--- src/rtl/conv_pkg.sv ---
// conv_pkg
//   Shared definitions for the pointwise convolution engine: FSM state
//   encoding, bank address widths and a constant-foldable ceil(log2) helper.
package conv_pkg;

  localparam int PADDR_W = 16;  // param (weight) bank address width
  localparam int FADDR_W = 15;  // feature-map bank address width

  typedef enum logic [2:0] {
    IDLE  = 3'd0,
    RUN   = 3'd1,
    DRAIN = 3'd2,
    WRITE = 3'd3,
    FIN   = 3'd4
  } state_e;

  // ceil(log2(value)); returns 0 for value <= 1.
  function automatic int clog2(input int value);
    int v;
    int r;
    v = value - 32'sd1;
    r = 32'sd0;
    while (v > 32'sd0) begin
      r = r + 32'sd1;
      v = v >>> 1;
    end
    return r;
  endfunction

endpackage

--- src/rtl/mac_acc.sv ---
// mac_acc
//   Signed 8x8 multiply-accumulate. On an enabled cycle the accumulator loads
//   either the bare product (clr=1, first term of a new output) or the running
//   sum plus the product.
//   Ports:
//     clk, rstn   clock, synchronous active-low reset
//     clr         start a new sum with this cycle's product
//     en          accumulate this cycle's product
//     a, b        signed 8-bit operands
//     acc_next    value the accumulator takes at the coming edge when en=1;
//                 lets the parent capture the finished sum without an extra
//                 pipeline cycle
module mac_acc
  import conv_pkg::*;
#(
  parameter int ACC_W = 22
) (
  input  logic                    clk,
  input  logic                    rstn,
  input  logic                    clr,
  input  logic                    en,
  input  logic signed [7:0]       a,
  input  logic signed [7:0]       b,
  output logic signed [ACC_W-1:0] acc_next
);

  logic signed [15:0]      prod_s;
  logic signed [ACC_W-1:0] sum_s;
  logic signed [ACC_W-1:0] acc_r;

  // Product and candidate accumulator value for this cycle.
  always_comb begin
    prod_s = 16'(a) * 16'(b);
    if (clr) begin
      sum_s = ACC_W'(prod_s);
    end else begin
      sum_s = acc_r + ACC_W'(prod_s);
    end
  end

  // Accumulator register.
  always_ff @(posedge clk) begin
    if (!rstn) begin
      acc_r <= '0;
    end else if (en) begin
      acc_r <= sum_s;
    end else begin
      acc_r <= acc_r;
    end
  end

  assign acc_next = sum_s;

endmodule

--- src/rtl/conv_pw_engine.sv ---
// conv_pw_engine
//   1x1 (pointwise) convolution over a FMAP_SIZE x FMAP_SIZE map:
//   out[oc][p] = requant(sum_ic W[oc][ic] * X[ic][p]), p inner loop, oc outer.
//   Each output: RUN (CIN read pairs) -> DRAIN (MEM_LAT cycles) -> WRITE (1).
//   If init is high in cycle 0, done is high in cycle COUT*HW*(CIN+MEM_LAT+1)+1.
//   Ports:
//     clk, rstn                 clock, synchronous active-low reset
//     init / busy / done        start level, layer active, completion pulse
//     pbank_addr/pbank_en/pdata weight read port (data MEM_LAT cycles later)
//     fbank_raddr/fbank_ren/fdata_r  feature read port (same latency)
//     fbank_waddr/fdata_w/fbank_wen  result write port
module conv_pw_engine
  import conv_pkg::*;
#(
  parameter int          FMAP_SIZE = 7,
  parameter int          CIN       = 64,
  parameter int          COUT      = 64,
  parameter int          MEM_LAT   = 2,
  parameter logic [15:0] W_BASE    = 16'h1480,
  parameter logic [14:0] IN_BASE   = 15'h4000,
  parameter logic [14:0] OUT_BASE  = 15'h0000,
  parameter int          SHIFT     = 7,
  parameter int          RELU      = 0
) (
  input  logic               clk,
  input  logic               rstn,
  input  logic               init,
  output logic               busy,
  output logic               done,
  output logic [15:0]        pbank_addr,
  output logic               pbank_en,
  input  logic signed [7:0]  pdata,
  output logic [14:0]        fbank_raddr,
  output logic               fbank_ren,
  input  logic signed [7:0]  fdata_r,
  output logic [14:0]        fbank_waddr,
  output logic signed [7:0]  fdata_w,
  output logic               fbank_wen
);

  localparam int HW    = FMAP_SIZE * FMAP_SIZE;
  localparam int ACC_W = 16 + clog2(CIN);
  localparam int CNT_W = 16;

  state_e                  state_r, state_s;
  logic [CNT_W-1:0]        ic_r, ic_s;     // index of the next read to issue
  logic [CNT_W-1:0]        p_r, p_s;
  logic [CNT_W-1:0]        oc_r, oc_s;
  logic [2:0]              dcnt_r, dcnt_s;
  logic                    rd_en_r, rd_en_s;
  logic                    first_r, first_s; // read carries ic=0
  logic                    wen_r, wen_s;
  logic                    done_r, done_s;
  logic                    busy_r, busy_s;
  logic [PADDR_W-1:0]      paddr_r, paddr_s;
  logic [FADDR_W-1:0]      raddr_r, raddr_s;
  logic [FADDR_W-1:0]      waddr_r, waddr_s;
  logic signed [7:0]       wdata_r, wdata_s;
  logic [MEM_LAT-1:0]      vld_r;
  logic [MEM_LAT-1:0]      frst_r;
  logic                    last_s;
  logic signed [ACC_W-1:0] acc_next_s;

  function automatic logic [PADDR_W-1:0] w_addr(input logic [CNT_W-1:0] oc,
                                                input logic [CNT_W-1:0] ic);
    return PADDR_W'(32'(W_BASE) + 32'(oc) * 32'(CIN) + 32'(ic));
  endfunction

  function automatic logic [FADDR_W-1:0] x_addr(input logic [CNT_W-1:0] ic,
                                                input logic [CNT_W-1:0] p);
    return FADDR_W'(32'(IN_BASE) + 32'(ic) * 32'(HW) + 32'(p));
  endfunction

  function automatic logic [FADDR_W-1:0] o_addr(input logic [CNT_W-1:0] oc,
                                                input logic [CNT_W-1:0] p);
    return FADDR_W'(32'(OUT_BASE) + 32'(oc) * 32'(HW) + 32'(p));
  endfunction

  // Floor shift, optional ReLU, then saturate into int8.
  function automatic logic signed [7:0] requant(input logic signed [ACC_W-1:0] v);
    logic signed [ACC_W-1:0] s;
    s = v >>> SHIFT;
    if ((RELU != 0) && (s < ACC_W'(32'sd0))) begin
      s = '0;
    end else begin
      s = s;
    end
    if (s > ACC_W'(32'sd127)) begin
      return 8'sh7f;
    end else if (s < ACC_W'(-32'sd128)) begin
      return 8'sh80;
    end else begin
      return s[7:0];
    end
  endfunction

  mac_acc #(
    .ACC_W(ACC_W)
  ) u_mac (
    .clk      (clk),
    .rstn     (rstn),
    .clr      (frst_r[MEM_LAT-1]),
    .en       (vld_r[MEM_LAT-1]),
    .a        (pdata),
    .b        (fdata_r),
    .acc_next (acc_next_s)
  );

  // Next state, loop counters and the values of every registered output.
  always_comb begin
    state_s = state_r;
    ic_s    = ic_r;
    p_s     = p_r;
    oc_s    = oc_r;
    dcnt_s  = dcnt_r;
    rd_en_s = 1'b0;
    first_s = 1'b0;
    wen_s   = 1'b0;
    done_s  = 1'b0;
    paddr_s = paddr_r;
    raddr_s = raddr_r;
    waddr_s = waddr_r;
    wdata_s = wdata_r;
    last_s  = (oc_r == CNT_W'(COUT - 1)) && (p_r == CNT_W'(HW - 1));
    case (state_r)
      IDLE: begin
        if (init) begin
          state_s = RUN;
          rd_en_s = 1'b1;
          first_s = 1'b1;
          ic_s    = 16'd1;
          paddr_s = w_addr(oc_r, 16'd0);
          raddr_s = x_addr(16'd0, p_r);
        end else begin
          state_s = IDLE;
        end
      end
      RUN: begin
        if (ic_r == CNT_W'(CIN)) begin
          state_s = DRAIN;
          dcnt_s  = 3'd0;
        end else begin
          rd_en_s = 1'b1;
          ic_s    = ic_r + 16'd1;
          paddr_s = w_addr(oc_r, ic_r);
          raddr_s = x_addr(ic_r, p_r);
        end
      end
      DRAIN: begin
        // The last product is being accumulated this cycle, so acc_next
        // already holds the finished sum.
        if (dcnt_r == 3'(MEM_LAT - 1)) begin
          state_s = WRITE;
          wen_s   = 1'b1;
          waddr_s = o_addr(oc_r, p_r);
          wdata_s = requant(acc_next_s);
        end else begin
          dcnt_s = dcnt_r + 3'd1;
        end
      end
      WRITE: begin
        if (last_s) begin
          state_s = FIN;
          done_s  = 1'b1;
          oc_s    = 16'd0;
          p_s     = 16'd0;
          ic_s    = 16'd0;
        end else begin
          if (p_r == CNT_W'(HW - 1)) begin
            p_s  = 16'd0;
            oc_s = oc_r + 16'd1;
          end else begin
            p_s  = p_r + 16'd1;
            oc_s = oc_r;
          end
          state_s = RUN;
          rd_en_s = 1'b1;
          first_s = 1'b1;
          ic_s    = 16'd1;
          paddr_s = w_addr(oc_s, 16'd0);
          raddr_s = x_addr(16'd0, p_s);
        end
      end
      FIN: begin
        state_s = IDLE;
      end
      default: begin
        state_s = IDLE;
      end
    endcase
    busy_s = (state_s != IDLE);
  end

  // State, counters and registered outputs.
  always_ff @(posedge clk) begin
    if (!rstn) begin
      state_r <= IDLE;
      ic_r    <= '0;
      p_r     <= '0;
      oc_r    <= '0;
      dcnt_r  <= '0;
      rd_en_r <= 1'b0;
      first_r <= 1'b0;
      wen_r   <= 1'b0;
      done_r  <= 1'b0;
      busy_r  <= 1'b0;
      paddr_r <= '0;
      raddr_r <= '0;
      waddr_r <= '0;
      wdata_r <= '0;
    end else begin
      state_r <= state_s;
      ic_r    <= ic_s;
      p_r     <= p_s;
      oc_r    <= oc_s;
      dcnt_r  <= dcnt_s;
      rd_en_r <= rd_en_s;
      first_r <= first_s;
      wen_r   <= wen_s;
      done_r  <= done_s;
      busy_r  <= busy_s;
      paddr_r <= paddr_s;
      raddr_r <= raddr_s;
      waddr_r <= waddr_s;
      wdata_r <= wdata_s;
    end
  end

  // Read-valid and first-term flags delayed to line up with returning data.
  always_ff @(posedge clk) begin
    if (!rstn) begin
      vld_r  <= '0;
      frst_r <= '0;
    end else begin
      vld_r  <= MEM_LAT'({vld_r, rd_en_r});
      frst_r <= MEM_LAT'({frst_r, first_r});
    end
  end

  assign pbank_addr  = paddr_r;
  assign pbank_en    = rd_en_r;
  assign fbank_raddr = raddr_r;
  assign fbank_ren   = rd_en_r;
  assign fbank_waddr = waddr_r;
  assign fdata_w     = wdata_r;
  assign fbank_wen   = wen_r;
  assign busy        = busy_r;
  assign done        = done_r;

endmodule
--- config.mk ---
export PLATFORM = sky130hd
export DESIGN_NAME = conv_pw_engine
export DESIGN_NICKNAME = d
export VERILOG_FILES = /design/src/rtl/conv_pkg.sv /design/src/rtl/mac_acc.sv /design/src/rtl/conv_pw_engine.sv
export SDC_FILE = /design/constraint.sdc
export NUM_CORES = 1
export LEC_CHECK = 0
export CAP_MARGIN = 0
export CORE_UTILIZATION = 35
export CTS_BUF_LIST = sky130_fd_sc_hd__clkbuf_8
export DETAILED_ROUTE_END_ITERATION = 6
export GPL_TIMING_DRIVEN = 0
export PLACE_DENSITY = 0.6
export SLEW_MARGIN = 10
export SYNTH_ARGS = -nofsm -noshare
export SYNTH_HDL_FRONTEND = slang
export SYNTH_SLANG_ARGS = --single-unit
--- constraint.sdc ---
create_clock -name clk -period 14.7 [get_ports clk]
set_input_delay 2.205 -clock clk [delete_from_list [all_inputs] [get_ports clk]]
set_output_delay 2.205 -clock clk [all_outputs]
set_load 0.01 [all_outputs]
==> results_dict.tcl <==
set metrics [dict create \
    portBuffers 77 \
    crit_fanout 8 \
    yosysMostFrequentCell "inv_1" \
    wl_per_cell_um 16.9 \
    rsz0062_at_grt "no" \
    synth_ff_type "dfxtp_1" \
    tightest_slew_ps 1290 \
    track_usage_pct 20.0 \
    ys_seq_area_share_pct 20.6 \
    worst_path_most_repeated_cell "inv_1" \
    r2r-start "ic_r[0]" \
    status "completed" \
    p_per_area_mw_per_mm2 134 \
    cp.depth 28 \
    drv_cap 0 \
    core_sq_mm 0.0378 \
    initial_core_util_pct 35.7 \
    die-area_sq_mm 0.0394 \
    finalCritPeriodShare_pct 65.0 \
    post_cts_resized 0 \
    clk_latency_ps 480 \
    start_kind "input pin" \
    crit_buf_inv 7 \
    cts_tree "yes" \
    antenna_found_initial 0 \
    grt_first_pass_wirelength_um 60900 \
    die_w_um 199 \
    syn-instance-count 1652 \
    min_period_ps 9550 \
    r2r_slack_ps 10170 \
    grt_pass1_vias 11300 \
    dr.pass1.iters 7 \
    syn_area_per_cell_sq_um 8.19 \
    fp-row-count 71 \
    setup-tns-final_ps 0 \
    path_clk_slew_ps 80 \
    p_leak_nw 6.87 \
    crit_path_top_delay_cell "clkdlybuf4s50_1" \
    drc 0 \
    min_path_type "reg2reg" \
    finalSetupViolations 0 \
    clock-sinks 139 \
    clock_path_buffers 2 \
    grt_max_degree 17 \
    synthArstFlopShare_pct 0 \
    utilization_pct 40.7 \
    fin_nets 2018 \
    syn_to_final_growth_pct 13.8 \
    cts_setup_buffers 0 \
    hold_buffers 0 \
    cp_data_required_time_ps 15070 \
    die_h_um 199 \
    routed_via_density 5.19 \
    synth_top_area_share_pct 20.6 \
    path_class "in2reg" \
    crit_end "fdata_w[4]" \
    drt_iter0_drc 850 \
    cp-startpoint "fdata_r[2]" \
    r2r_end "fbank_raddr[13]" \
    ir_worst_vdd_uv 136 \
    drive_above_1_share_pct 3.46 \
    critical-path-top-delay-family "adder cells" \
    grt_overflow 0 \
    fmax_mhz 105 \
    yosys-top-cells-area "dfxtp_1, ha_1, fa_1" \
    synth.largest_area_cell "dfxtp_1" \
    htreeDepth 4 \
    clock-root-buffer "clkbuf_8" \
    ys_ff_latch 139 \
    reg2reg_depth 17 \
    synth_edf_count 0 \
    ant_nets 0 \
    yosysUniqueCellTypes 84 \
    place_congestion 0.917 \
    synth_top_cells_by_count "inv_1, ha_1, nor2_1" \
    slew_headroom_pct 14.0 \
    hpwl_um 30600 \
    synth-warning-count 0 \
    end_kind "register" \
    maxSlewViolCount 0 \
    syn_nets 1922 \
    fillers 3870 \
    slowest_delay_ps 600 \
    crit_arrival_ps 9920 \
    synth_area_sq_mm 0.0135 \
    vias 11800 \
    hold_viol 0 \
    drt-total-wl_um 38500 \
    cts-buffers-inserted 17 \
    ios 78 \
    final.setup_skew_ps 19.0 \
]
-- stage by stage --
step	hold slack (ps)	power, mW	setup slack [ps]	instances	area, sq um
final	436	2.07	5150	2273	15400
after global routing	457	2.26	4650	2272	15400
after CTS	442	2.07	5120	2272	15400
after detailed placement	422	1.69	4630	2240	14900
after global placement	420	1.67	4720	2240	14900
after floorplan	412	1.41	6330	1652	13500
-- worst min-delay path by stage --
stage	from	end	depth (start not counted)
3_3_place_gp	vld_r[0]	vld_r[1]	1
3_5_place_dp	vld_r[0]	vld_r[1]	1
4_1_cts	vld_r[0]	vld_r[1]	1
5_1_grt	vld_r[0]	vld_r[1]	1
2_1_floorplan	first_r	frst_r[0]	1
6_report	vld_r[0]	vld_r[1]	1
-- registers in the layout, summed over array words and instances, names as in the netlist, 8 cells and up --
register     flops
fbank_raddr     15
fbank_waddr     15
fdata_w          8
ic_r            16
oc_r            16
p_r             16
pbank_addr      16
u_mac.acc_r     22
-- kinds of logic (layout without fill, tap and decap cells) --
| logic type | count (synthesis) | in the layout | share of synthesized area [%] |
|---|---|---|---|
| adders and majority gates | 251 | 251 | 28.3 |
| and+or+nand+nor | 493 | 493 | 18.2 |
| buffers and inverters | 297 | 406 | 8.51 |
| DFF | 139 | 139 | 20.6 |
| xor gates and xnor gates | 115 | 115 | 7.45 |
| other | 0 | 1 | 0 |
| AOI/OAI and AO/OA | 344 | 344 | 16.0 |
| muxes | 13 | 13 | 0.990 |
-- layout make-up --
type                            count  area (sq um)  area share (%)
Antenna cell                        1          2.50          0.0163
Buffer                             55           243            1.58
Clock buffer                       18           248            1.61
Clock inverter                     14           195            1.27
Inverter                          242           908            5.90
Multi-Input combinational cell   1216          9600            62.4
Sequential cell                   139          2780            18.1
Tap cell                          511           639            4.16
Timing Repair Buffer               77           771            5.01
-- power by group --
| group | internal, mW | leakage (nW) | switching, mW |
|---|---|---|---|
| Combinational | 0.513 | 5.52 | 0.793 |
| Sequential | 0.388 | 1.13 | 0.00837 |
| Clock | 0.191 | 0.223 | 0.175 |
| Total | 1.09 | 6.87 | 0.977 |
-- placed cells by master (no fill, tap or decap), drive strengths merged, types with 9 or more instances in the layout --
cell type      count
nand3             33
or3                9
nor2             152
and2              56
o21ai             66
o211ai            13
clkbuf            62
a21oi            134
buf               11
o21bai            10
a21o              20
nor3              41
clkdlybuf4s50     77
mux2i             10
ha               159
nand2b            10
xnor2             86
fa                92
and3              19
xor2              29
dfxtp            139
inv              246
nor2b             21
nand2            112
nand4             10
a211oi            26
a221oi            10
-- metal layers --
| layer | global-route usage [%] | share of wire [%] | wire length, um | vias to the layer above |
|---|---|---|---|---|
| met1 | 27.3 | 45 | 17500 | 5631 |
| met2 | 32.2 | 46 | 17700 | 371 |
| li1 | - | - | - | 5729 |
| met5 | 0 | 0 | 0 | - |
| met4 | 7.32 | 2.7 | 1040 | 0 |
| met3 | 2.49 | 5.9 | 2270 | 61 |
Note: power is estimated with default switching activity, not from simulation.
